**config.mk**
```make
export PLATFORM = sky130hd
export DESIGN_NAME = timer_irq_ctrl
export DESIGN_NICKNAME = d
export VERILOG_FILES = /design/src/rtl/timer_irq_ctrl.sv
export SDC_FILE = /design/constraint.sdc
export NUM_CORES = 1
export LEC_CHECK = 0
export CAP_MARGIN = 25
export CORE_MARGIN = 2
export CORE_UTILIZATION = 39
export CTS_BUF_LIST = sky130_fd_sc_hd__clkbuf_4 sky130_fd_sc_hd__clkbuf_8
export DETAILED_ROUTE_END_ITERATION = 10
export PLACE_DENSITY = 0.86
export REMOVE_ABC_BUFFERS = 1
export SLEW_MARGIN = 30
export SYNTH_ARGS = -nofsm -noshare
export SYNTH_HDL_FRONTEND = slang
export SYNTH_SLANG_ARGS = --single-unit
```
**constraint.sdc**
```tcl
create_clock -name clk -period 1.6 [get_ports clk]
set_input_delay 0.32 -clock clk [delete_from_list [all_inputs] [get_ports clk]]
set_output_delay 0.32 -clock clk [all_outputs]
set_load 0.05 [all_outputs]
```
**src/rtl/timer_irq_ctrl.sv**
```systemverilog
// Compare-match timer controller driving an up-counter: one-shot/periodic modes,
// level irq with ack, sticky missed/wrapped flags. Optional prescaler: TIMER_PRESCALE_EN.
module timer_irq_ctrl #(
    parameter int Width = 8
) (
    input  logic             clk,
    input  logic             rst,
    input  logic             cmp_we,
    input  logic             reload_we,
    input  logic [Width-1:0] wdata,
    input  logic             periodic,
    input  logic             arm,
    input  logic             disarm,
    input  logic             irq_ack,
    input  logic [Width-1:0] count,
    input  logic             overflow,
`ifdef TIMER_PRESCALE_EN
    input  logic [7:0]       prescale_div,
`endif
    output logic             cnt_enable,
    output logic             cnt_load,
    output logic [Width-1:0] cnt_data,
    output logic             irq,
    output logic             missed,
    output logic             wrapped,
    output logic             running
);

    typedef enum logic {IDLE, RUN} state_t;

    state_t           state_q, state_d;
    logic [Width-1:0] cmp_q, cmp_d;
    logic [Width-1:0] reload_q, reload_d;
    logic             mode_q, mode_d;
    logic             irq_q, irq_d;
    logic             missed_q, missed_d;
    logic             wrapped_q, wrapped_d;

    logic tick;
    logic arm_go;
    logic match;

    // arm/disarm are single-cycle pulses; disarm wins a collision. irq is a level
    // that stays high until an irq_ack cycle with no new match.
    assign arm_go = arm & ~disarm;
    assign match  = (state_q == RUN) & tick & (count == cmp_q);

`ifdef TIMER_PRESCALE_EN
    logic [7:0] pre_q, pre_d;

    always_comb begin
        tick  = (pre_q == prescale_div);
        pre_d = '0;
        if (state_q == RUN && !arm_go) begin
            pre_d = tick ? 8'd0 : pre_q + 8'd1;
        end
    end

    always_ff @(posedge clk or posedge rst) begin
        if (rst) pre_q <= '0;
        else     pre_q <= pre_d;
    end
`else
    assign tick = 1'b1;
`endif

    always_comb begin
        state_d   = state_q;
        cmp_d     = cmp_we ? wdata : cmp_q;
        reload_d  = reload_we ? wdata : reload_q;
        mode_d    = mode_q;
        irq_d     = irq_q;
        missed_d  = missed_q;
        wrapped_d = wrapped_q;

        case (state_q)
            IDLE: begin
                if (arm_go) begin
                    state_d = RUN;
                    mode_d  = periodic;
                end
            end
            RUN: begin
                if (disarm) begin
                    state_d = IDLE;
                end else if (arm_go) begin
                    mode_d = periodic;
                end else if (match && !mode_q) begin
                    state_d = IDLE;
                end
            end
            default: state_d = IDLE;
        endcase

        // A new match overrides a same-cycle ack so the event is not lost.
        if (match)        irq_d = 1'b1;
        else if (irq_ack) irq_d = 1'b0;

        if (arm_go)                         missed_d = 1'b0;
        else if (match && irq_q && !irq_ack) missed_d = 1'b1;

        if (arm_go)                                        wrapped_d = 1'b0;
        else if (overflow && state_q == RUN && !match)     wrapped_d = 1'b1;
    end

    always_ff @(posedge clk or posedge rst) begin
        if (rst) begin
            state_q   <= IDLE;
            cmp_q     <= '0;
            reload_q  <= '0;
            mode_q    <= 1'b0;
            irq_q     <= 1'b0;
            missed_q  <= 1'b0;
            wrapped_q <= 1'b0;
        end else begin
            state_q   <= state_d;
            cmp_q     <= cmp_d;
            reload_q  <= reload_d;
            mode_q    <= mode_d;
            irq_q     <= irq_d;
            missed_q  <= missed_d;
            wrapped_q <= wrapped_d;
        end
    end

    // The counter gives load priority over enable, so a load restarts from reload.
    always_comb begin
        cnt_enable = 1'b0;
        if (state_q == RUN) cnt_enable = tick & ~(match & ~mode_q);
        cnt_load = ~rst & (arm_go | (match & mode_q));
        cnt_data = reload_q;
    end

    assign irq     = irq_q;
    assign missed  = missed_q;
    assign wrapped = wrapped_q;
    assign running = (state_q == RUN);

endmodule

```
## Yosys cells after proc, flatten, opt, wreduce, memory -nomap -nowiden

Index checks and enable logic that the tools add are counted.

| cells by class | value |
|---|---|
| bitwise operators | 11 |
| reductions and logical operators | 11 |
| muxes and demuxes | 15 |
| equal/unequal tests | 2 |

Operators with widths:

| operator | number |
|---|---|
| $mux 1 | 13 |
| $eq 8x8->1 | 1 |
| $reduce_bool 2->1 | 3 |
| $and 1x1->1 | 5 |
| $logic_and 1x1->1 | 5 |
| $not 1->1 | 5 |
| $pmux 1 s2 | 2 |
| $logic_not 1->1 | 3 |
| $ne 2x2->1 const B | 1 |
| $or 1x1->1 | 1 |

| storage, ports and cells | value |
|---|---|
| bits in registers | 21 |
| bits of input ports | 25 |
| word-level logic and storage cells | 46 |
| output and inout bits | 14 |

## Longest topological paths before layout

| logic depth | value |
|---|---|
| depth after elaboration | 7 |
| mapped depth | 5 |
| gate-level depth less buffers | 4 |

## Worst setup path after synthesis

OpenSTA, ideal clock, no wires.

| timing | value |
|---|---|
| kind | register -> output |
| start point | reg state_q (netlist: running) |
| end point | out cnt_load |
| path slack | -802 ps |
| stages on the path, launching flop included | 5 |
| arrival | 2082 ps |
| required time | 1280 ps |
| buffers on the path | 1 |
| path through | dfrtp_1 nand4_1 or4_1 buf_2 o22ai_1 |

| on the way | value |
|---|---|
| word-level cells in the longest chain between the ends | 4 |

Ends and longest elaborated chain:

| element | RTL line | source |
|---|---|---|
| from (decl) | 31 | `state_t state_q, state_d;` |
| from (signal assigned) | 116 | `state_q <= state_d;` |
| $and 1x1->1 | 46 | `assign match = (state_q == RUN) & tick & (count == cmp_q);` |
| $and 1x1->1 | 130 | `cnt_load = ~rst & (arm_go \| (match & mode_q));` |
| $or 1x1->1 | 130 |  |
| $and 1x1->1 | 130 |  |
| to (decl) | 21 | `output logic cnt_load,` |

No other way between the ends.

## Worst setup path after layout

| timing | value |
|---|---|
| start point | in count[7] |
| end point | out cnt_enable |

| on the way | value |
|---|---|
| word-level cells in the longest chain between the ends | 5 |

Ends and longest elaborated chain:

| element | RTL line | source |
|---|---|---|
| from (decl) | 15 | `input logic [Width-1:0] count,` |
| $eq 8x8->1 | 46 |  |
| $and 1x1->1 | 46 |  |
| $and 1x1->1 | 129 | `if (state_q == RUN) cnt_enable = tick & ~(match & ~mode_q);` |
| $not 1->1 | 129 |  |
| $mux 1 | 129 |  |
| to (decl) | 20 | `output logic cnt_enable,` |

No other way between the ends.

==> out/qor.csv <==
metric;value;unit
status;finished with violations;
failing checks;negative setup slack;
Pre-antenna DRT Iters;1;
Min-Delay Path Class;input port to async pin;
largest area contributor in the netlist;dfrtp_1;
# nets final;140;
cell count after placement;137;
list of most frequent post-synthesis cells;21 x dfrtp_1, 17 x mux2_2, 6 x xnor2_1;
RSZ-0062 raised after global routing;true;
remaining antenna violation count after routing;0;
count leader, synth;dfrtp_1;
Yosys reg bits;21;
CTS tree;done;
Fillers;178;
Vias/cell;4.68;
top cells by area, synth;dfrtp_1 58%, mux2_2 21%, xnor2_1 5.8%, xor2_1 1.9%, o211a_1 1.1%;
Total Die Area;2720;um2
clk_lat worst skew;0.29;ns
minimum clock period after layout;2.19;ns
grt total ovfl;0;
setup ws final;-0.586;ns
count of final setup violators;5;
final hold violation count;0;
sw frac;29.4;%
final period utilization;137;%
floorplan row count;17;
post-DP HPWL;1.48;mm
Warnings, synthesis;0;
Max-Cap Viols;0;
Cell Pwr Density;866;nW/um2
Worst-path clk slew;0.11;ns
pin count of the biggest net entering global routing;22;
multi-input combinational cell area;380;um2
crit start category;input port;
Required @ worst endpoint;1.28;ns
Pleak;0.641;nW
final WL;1.91;mm
vias in the first global route;675;
Util after Layout;63.9;%
Seq pwr share;50.0;%
sequential cell area;526;um2
layout cells sized above 1;41.2;%
H-Tree Level Count;1;
port buffer count;38;
unique cell type count in the Yosys netlist;20;
WS Path Type;input port to output port;
Mapped Area;905;um2
die height;52.2;um
max-slew violation count;0;
f_max;457;MHz
flop2flop setup slack;-0.20;ns
Cells after Synth;67;
combinational power share;28.5;%
Main synth FF type;dfrtp_1;
I/O pins;39;
clock network power share;21.5;%
asr flop ratio synth;100;%
CTS root buf;clkbuf_4;
first-pass GRT wire length;3.03;mm
starting density of the core;40.9;%
worst-margin pin slew;0.263;ns
top cell type's share of synthesized area;58.1;%
Post-synth EDFFs;0;
Placeable Area;2210;um2
TritonCTS Buffers;3;
clock sinks;21;
Diodes inserted;0;
Max VDD drop;677;uV
Rel. slew slack;82.5;%
Die Width;52.2;um
Clock Skew;0.00191;ns
worst-path fanout max;3;
Iteration-0 DRC Markers;0;
crit path capture type;output port;
gp weighted congestion;0.666;
Seq/Total Area, Yosys;58.1;%
Tot GR Track Use;15.7;%
Psw;360;uW
Internal;865;uW
Crit path arrival time;1.87;ns
Routed WL per cell;13.5;um
maximum clock insertion buffer count;2;
syn_area_per_cell;13.5;um2
worst slack at placement;-0.721;ns
area delta synth->final;56.3;%
Remaining DRCs;0;
final cell count without fillers;142;
DR vias;664;
initial antenna violation count;0;
-- worst paths after layout --
check,to,cells after the start,from
hold / removal,wrapped,3,rst
min in group clk,missed,2,missed
hold reg to reg,missed,2,missed
setup reg to reg,running,6,cmp_q[7]
setup / recovery,cnt_enable,6,count[7]
max in group asynchronous,cnt_data[3],3,rst
-- critical path: stages --
cell and delay [ns]:
clkdlybuf4s50_1 0.47, xnor2_1 0.11, nand3_1 0.10, or4_4 0.52, o21a_1 0.19, buf_6 0.15
-- power groups by stage --
stage / clock [mW] / sequential [mW] / combinational, mW
6_report: 0.263 / 0.612 / 0.350
5_1_grt: 0.297 / 0.620 / 0.373
4_1_cts: 0.270 / 0.613 / 0.352
3_5_place_dp: 0 / 0.623 / 0.350
3_3_place_gp: 0 / 0.620 / 0.343
2_1_floorplan: 0 / 0.708 / 0.103
-- placed cells by master (no fill, tap or decap) --
cell type        count
o31a_1               1
xor2_1               2
a21o_1               1
nor2_1               2
nand2_1              2
inv_1                2
nand3_1              1
nand4_1              1
buf_6                1
o21ai_0              1
o21ai_2              1
or4_4                1
buf_12               2
nand3b_1             1
xnor2_1              5
o211a_1              1
xnor2_2              1
dfrtp_1             21
clkbuf_4             4
o21a_1               1
buf_4               19
dlygate4sd2_1        3
nand2b_1             1
clkdlybuf4s50_1     19
dlymetal6s2s_1       2
o22ai_2              1
mux2_2              17
-- routing by layer --
layer	GRT usage, %	up-vias	share of wire, %
met5	0	-	0
met4	6.41	0	0.52
met3	2.59	2	6.9
met2	28.1	27	52
met1	18.7	309	41
li1	-	326	-
-- sequential cells by signal, summed over array words and instances (netlist names) --
signal    cells
mode_q        1
running       1
cmp_q         8
irq           1
wrapped       1
missed        1
cnt_data      8
-- stage by stage --
stage	total power, mW	instance area (um2)	hold slack, ns	setup TNS (ns)
after floorplan	0.811	892	0.305	-1.17
after detailed placement	0.972	1350	0.480	-2.95
after global placement	0.962	1350	0.470	-2.73
final	1.22	1410	0.440	-1.71
after global routing	1.29	1410	0.454	-1.93
after CTS	1.23	1390	0.420	-1.37
-- cell type report --
type | instances | area share (%)
Inverter | 2 | 0.531
Clock buffer | 4 | 2.12
Multi-Input combinational cell | 41 | 26.9
Timing Repair Buffer | 46 | 30.8
Tap cell | 28 | 2.48
Sequential cell | 21 | 37.2
-- repair_timing --
item | in CTS | in global routing
setup buffers | 0 | 1
gates cloned | 0 | 0
pin swaps | 5 | 6
hold buffers | 0 | 0
endpoints found under the setup margin | 5 | 5
resized for setup | 7 | 4
-- logic make-up (layout without fill, tap and decap cells) --
| group | Yosys count | count (layout) | share of synthesized area [%] |
|---|---|---|---|
| buffers and inverters | 5 | 52 | 2.21 |
| xor gates and xnor gates | 8 | 8 | 7.75 |
| and+or+nand+nor | 9 | 9 | 5.26 |
| AOI/OAI and AO/OA | 7 | 7 | 5.53 |
| muxes | 17 | 17 | 21.2 |
| DFF | 21 | 21 | 58.1 |
Note: power is estimated with default switching activity, not from simulation.
